**config.mk**
```make
export PLATFORM = sky130hd
export DESIGN_NAME = apb_fsm_controller
export DESIGN_NICKNAME = d
export VERILOG_FILES = /design/src/rtl/apb_bridge_pkg.sv /design/src/rtl/apb_fsm_controller.sv
export SDC_FILE = /design/constraint.sdc
export NUM_CORES = 1
export LEC_CHECK = 0
export CAP_MARGIN = 0
export CORE_MARGIN = 3
export CORE_UTILIZATION = 30
export DETAILED_ROUTE_END_ITERATION = 8
export PLACE_DENSITY = 0.7
export RECOVER_POWER = 50
export SLEW_MARGIN = 10
export SYNTH_ARGS = -nofsm -noshare
export SYNTH_HDL_FRONTEND = slang
export SYNTH_SLANG_ARGS = --single-unit
export TNS_END_PERCENT = 5
```
**constraint.sdc**
```tcl
create_clock -name clk -period 2.4 [get_ports clk]
set_input_delay 0.24 -clock clk [delete_from_list [all_inputs] [get_ports clk]]
set_output_delay 0.24 -clock clk [all_outputs]
set_load 0.01 [all_outputs]
```
**src/rtl/apb_bridge_pkg.sv**
```systemverilog
// -----------------------------------------------------------------------------
// apb_bridge_pkg
// Shared types and helpers for the AHB-to-APB bridge.
//   state_t     : APB controller FSM states
//   REGION_*    : APB slave address map (three contiguous 64 MiB windows)
//   sel_decode  : address -> one-hot APB slave select (zero when unmapped)
// -----------------------------------------------------------------------------
package apb_bridge_pkg;

  typedef enum logic [2:0] {
    ST_IDLE,
    ST_WWAIT,
    ST_READ,
    ST_WRITE,
    ST_WRITEP,
    ST_RENABLE,
    ST_WENABLE,
    ST_WENABLEP
  } state_t;

  localparam int          NUM_REGIONS  = 3;
  localparam logic [31:0] REGION_BASE  = 32'h8000_0000;
  localparam logic [31:0] REGION_SIZE  = 32'h0400_0000;
  localparam logic [31:0] REGION_LIMIT = 32'h8BFF_FFFF;

  // Windows are equal-sized and packed back to back from REGION_BASE, so the
  // slave index is simply the offset divided by the window size.
  function automatic logic [NUM_REGIONS-1:0] sel_decode(input logic [31:0] addr);
    logic [NUM_REGIONS-1:0] sel;
    logic [1:0]             idx;
    sel = '0;
    idx = 2'((addr - REGION_BASE) / REGION_SIZE);
    if (addr >= REGION_BASE && addr <= REGION_LIMIT) begin
      sel = NUM_REGIONS'(1) << idx;
    end
    return sel;
  endfunction

endpackage

```
**src/rtl/apb_fsm_controller.sv**
```systemverilog
// -----------------------------------------------------------------------------
// apb_fsm_controller
// APB-side stage of the AHB-to-APB bridge. Takes the pipelined AHB address,
// data and control from the slave interface, runs the APB SETUP/ENABLE
// sequence and returns Hreadyout (fed back upstream as Hreadyin).
//
// Ports
//   clk        in   clock, rising edge
//   rst        in   synchronous reset, active low
//   valid      in   AHB transfer accepted this cycle
//   Hwrite     in   current AHB direction
//   Hwritereg  in   Hwrite delayed one cycle
//   Haddr      in   current AHB address
//   Haddr1     in   Haddr delayed one cycle
//   Haddr2     in   Haddr delayed two cycles
//   Hwdata     in   current AHB write data
//   Hwdata1    in   Hwdata delayed one cycle
//   Paddr      out  APB address
//   Pwdata     out  APB write data
//   Pwrite     out  APB direction
//   Pselx      out  one-hot APB slave select (NSLV bits)
//   Penable    out  APB enable
//   Hreadyout  out  AHB ready back to the master
// All outputs are registered.
// -----------------------------------------------------------------------------
module apb_fsm_controller
  import apb_bridge_pkg::*;
#(
  parameter int NSLV = 3
) (
  input  logic            clk,
  input  logic            rst,
  input  logic            valid,
  input  logic            Hwrite,
  input  logic            Hwritereg,
  input  logic [31:0]     Haddr,
  input  logic [31:0]     Haddr1,
  input  logic [31:0]     Haddr2,
  input  logic [31:0]     Hwdata,
  input  logic [31:0]     Hwdata1,
  output logic [31:0]     Paddr,
  output logic [31:0]     Pwdata,
  output logic            Pwrite,
  output logic [NSLV-1:0] Pselx,
  output logic            Penable,
  output logic            Hreadyout
);

  state_t            state_q, state_d;
  logic [31:0]       paddr_d, pwdata_d;
  logic              pwrite_d, penable_d, hreadyout_d;
  logic [NSLV-1:0]   pselx_d;

  // Per-cycle action requested by the state decode; applied once below so the
  // launch/enable/release output patterns are written in exactly one place.
  logic              do_launch, do_enable, do_release;
  logic              launch_write;
  logic [31:0]       launch_addr, launch_data;

  always_comb begin
    // NOTE: every signal gets a default before the case so no path leaves it
    // unassigned; a missing default here would infer a latch.
    state_d      = state_q;
    paddr_d      = Paddr;
    pwdata_d     = Pwdata;
    pwrite_d     = Pwrite;
    pselx_d      = Pselx;
    penable_d    = Penable;
    hreadyout_d  = Hreadyout;
    do_launch    = 1'b0;
    do_enable    = 1'b0;
    do_release   = 1'b0;
    launch_write = 1'b0;
    launch_addr  = Haddr;
    launch_data  = Hwdata;

    unique case (state_q)
      ST_IDLE: begin
        if (valid && !Hwrite) begin
          state_d   = ST_READ;
          do_launch = 1'b1;
        end else if (valid) begin
          // Write data arrives next cycle; keep the master moving meanwhile.
          state_d     = ST_WWAIT;
          hreadyout_d = 1'b1;
        end else begin
          do_release = 1'b1;
        end
      end

      ST_WWAIT: begin
        state_d      = valid ? ST_WRITEP : ST_WRITE;
        do_launch    = 1'b1;
        launch_write = 1'b1;
        launch_addr  = Haddr1;
      end

      ST_READ: begin
        state_d   = ST_RENABLE;
        do_enable = 1'b1;
      end

      ST_WRITE: begin
        state_d   = valid ? ST_WENABLEP : ST_WENABLE;
        do_enable = 1'b1;
      end

      ST_WRITEP: begin
        state_d   = ST_WENABLEP;
        do_enable = 1'b1;
      end

      ST_RENABLE, ST_WENABLE: begin
        if (valid && !Hwrite) begin
          state_d   = ST_READ;
          do_launch = 1'b1;
        end else begin
          state_d    = valid ? ST_WWAIT : ST_IDLE;
          do_release = 1'b1;
        end
      end

      ST_WENABLEP: begin
        // A transfer is already queued: its address/data sit one (read) or
        // two (write) stages back in the upstream pipeline.
        do_launch = 1'b1;
        if (!Hwritereg) begin
          state_d     = ST_READ;
          launch_addr = Haddr1;
        end else begin
          state_d      = valid ? ST_WRITEP : ST_WRITE;
          launch_write = 1'b1;
          launch_addr  = Haddr2;
          launch_data  = Hwdata1;
        end
      end

      default: begin
        state_d     = ST_IDLE;
        paddr_d     = '0;
        pwdata_d    = '0;
        pwrite_d    = 1'b0;
        pselx_d     = '0;
        penable_d   = 1'b0;
        hreadyout_d = 1'b1;
      end
    endcase

    if (do_launch) begin
      paddr_d     = launch_addr;
      pwrite_d    = launch_write;
      pselx_d     = NSLV'(sel_decode(launch_addr));
      penable_d   = 1'b0;
      hreadyout_d = 1'b0;
      if (launch_write) begin
        pwdata_d = launch_data;
      end
    end

    if (do_enable) begin
      penable_d   = 1'b1;
      hreadyout_d = 1'b1;
    end

    if (do_release) begin
      pselx_d     = '0;
      penable_d   = 1'b0;
      hreadyout_d = 1'b1;
    end
  end

  // NOTE: state and outputs use non-blocking assignments so every register
  // samples the pre-edge values regardless of statement order.
  always_ff @(posedge clk) begin
    if (!rst) begin
      state_q   <= ST_IDLE;
      Paddr     <= '0;
      Pwdata    <= '0;
      Pwrite    <= 1'b0;
      Pselx     <= '0;
      Penable   <= 1'b0;
      Hreadyout <= 1'b1;
    end else begin
      state_q   <= state_d;
      Paddr     <= paddr_d;
      Pwdata    <= pwdata_d;
      Pwrite    <= pwrite_d;
      Pselx     <= pselx_d;
      Penable   <= penable_d;
      Hreadyout <= hreadyout_d;
    end
  end

endmodule

```
==> metrics.yaml <==
std_cell_rows: 38
fp.dieW_um: 113
ys.flop_type: "dfxtp_1"
core_mm2: 0.0110
first_pass_iters: 6
clockRootBuffer: "clkbuf_16"
power.switching_mw: 1.82
drtAntennaViolNets: 0
slew_headroom: 0.616
yosysUniqueCellTypes: 33
rsz0062_at_grt: "false"
place.gp.congestion: 0.874
synthCells: 381
cts_tree: "done"
ys_async_sr_fraction: 0
cts_sinks: 73
crit_path_start_kind: "flop"
grt_use_total: 0.198
setup_tns_ns: 0
drt_wl_total_um: 13100
wl_per_cell_um: 17.6
finalMaxSlewViolations: 0
cp_data_arrival_time_ns: 2.33
p_int_mw: 3.68
htreeDepth: 3
end_kind: "flop"
yosys_register_bits: 73
drc: 0
io_buffers: 234
antenna_found_initial: 0
clock_power_share: 0.266
clock_skew_ns: 0.00369
p_comb_frac: 0.422
worstSkewPairLatency_ns: 0.32
fin_nets: 764
dp_hpwl_um: 9890
rr_worst_depth: 6
gr-total-overflow: 0
crit_fanout: 17
final_layout_size_suffix_gt1_frac: 0.0563
syn_area_mm2: 0.00342
holdPathStages: 2
area_delta_synth_final_pct: 82.7
p_per_area_mw_per_mm2: 879
io_pins: 235
cts_made_buffers: 9
worstHoldPathType: "flop to flop"
yosysSeqAreaShare: 0.427
post-route-period-util: 0.861
leakage_nw: 2.48
fmaxAchievable_ghz: 0.484
status: "finished clean"
drt_iter0_drc: 270
yosys_warnings: 0
synth_edf_count: 0
viasPerCell: 5.23
drv_cap: 0
ctsHoldBuffers: 0
diodes: 0
min_period_ns: 2.07
first_global_vias: 4009
die_area_mm2: 0.0127
pwr-share-seq: 0.312
start_util: 0.312
final_cell_mix: "clkdlybuf4s50_1, dfxtp_1, nor2_1, dlygate4sd3_1, a211oi_1"
clk_pin_slew_ns: 0.05
post_cts_buffers: 0
cp.required_ns: 2.66
tightest_slew_ns: 0.575
cts_resized: 0
swShare: 0.331
setup_viol: 0
vdd_drop_max_v: 0.000499
die_h_um: 113
layout_commonest_cell: "clkdlybuf4s50_1"
critPathKind: "flop to flop"
final_hold_viol_count: 0
vias: 3890
grt_max_degree: 52
grt_pass1_wl_um: 20500
clock_tree.buffer_depth: 2
final_core_util: 0.570
syn-mean-instance-area_um2: 8.98
synth_nets: 546
-- sequential cells by signal, summed over array words and instances (netlist names) --
name / count
Penable: 1
Pwdata: 32
Pwrite: 1
Paddr: 32
state_q: 3
Pselx: 3
Hreadyout: 1
-- final timing paths --
path	start	to	slack [ns]
worst max-delay path	state_q[1]	Pselx[1]	0.33
worst min register to register	Pwrite	Pwrite	0.48
worst max register to register	state_q[1]	Pselx[1]	0.33
worst min-delay path	Pwrite	Pwrite	0.48
-- Yosys cell counts (all sizes together), types with 2 or more instances --
cell | instances | area share
a211oi | 61 | 0.13
a21oi | 16 | 0.023
a221oi | 2 | 0.0051
a222oi | 28 | 0.082
a22o | 6 | 0.015
a32o | 3 | 0.0088
and3 | 2 | 0.0037
buf | 17 | 0.025
clkbuf | 22 | 0.024
dfxtp | 73 | 0.43
inv | 7 | 0.0077
mux2i | 32 | 0.094
nand2 | 10 | 0.011
nand2b | 2 | 0.0037
nand3 | 3 | 0.0044
nor2 | 71 | 0.078
nor2b | 4 | 0.0073
o21ai | 9 | 0.013
o22ai | 2 | 0.0037
o31ai | 2 | 0.0044
-- metal layers --
| layer | track usage | routed length [µm] | vias up |
|---|---|---|---|
| met1 | 0.239 | 5430 | 1805 |
| met3 | 0.0342 | 774 | 19 |
| li1 | - | - | 1904 |
| met5 | 0 | 0 | - |
| met4 | 0.0745 | 270 | 0 |
| met2 | 0.350 | 6610 | 162 |
-- through the flow --
stage,hold slack (ns),setup WS [ns],power [mW],instance area (µm²),instances
final,0.475,0.335,5.50,6260,744
after global routing,0.505,0.138,5.83,6260,744
after detailed placement,0.465,0.278,4.19,5930,728
after floorplan,0.376,0.604,2.98,3420,381
after CTS,0.489,0.335,5.67,6260,744
after global placement,0.471,0.334,4.13,5930,728
-- critical path: stages, from the launching register on --
cell      delay [ns]
dfxtp_1         0.67
nand2b_1        0.17
nand2_1         0.17
a222oi_1        0.13
or3_1           0.45
nor4_4          0.20
a32o_1          0.21
-- area by class of cell --
type                    instances  area [µm²]
flip-flops and latches         73        1460
fillers                      1006        4730
repair buffers                246        2480
clock inverters                 5        77.6
clock buffers                  11         253
well taps                     140         175
multi-input cells             262        1780
inverters                       7        26.3
-- logic make-up (layout without fill, tap and decap cells) --
group,count (synthesis),in the layout,share of synthesized area
fa+ha+maj,1,1,0.00292
buf+inv,46,269,0.0567
flops,73,73,0.427
simple gates,97,97,0.123
compound gates,132,132,0.297
mux,32,32,0.0936
-- power by group through the flow --
stage | Sequential [mW] | Combinational, mW | Clock, mW
detailed placement | 1.75 | 2.43 | 0
global route | 1.76 | 2.52 | 1.55
CTS | 1.73 | 2.45 | 1.49
global placement | 1.74 | 2.39 | 0
floorplan | 1.84 | 1.14 | 0
finish | 1.72 | 2.32 | 1.46
Note: power is estimated with default switching activity, not from simulation.
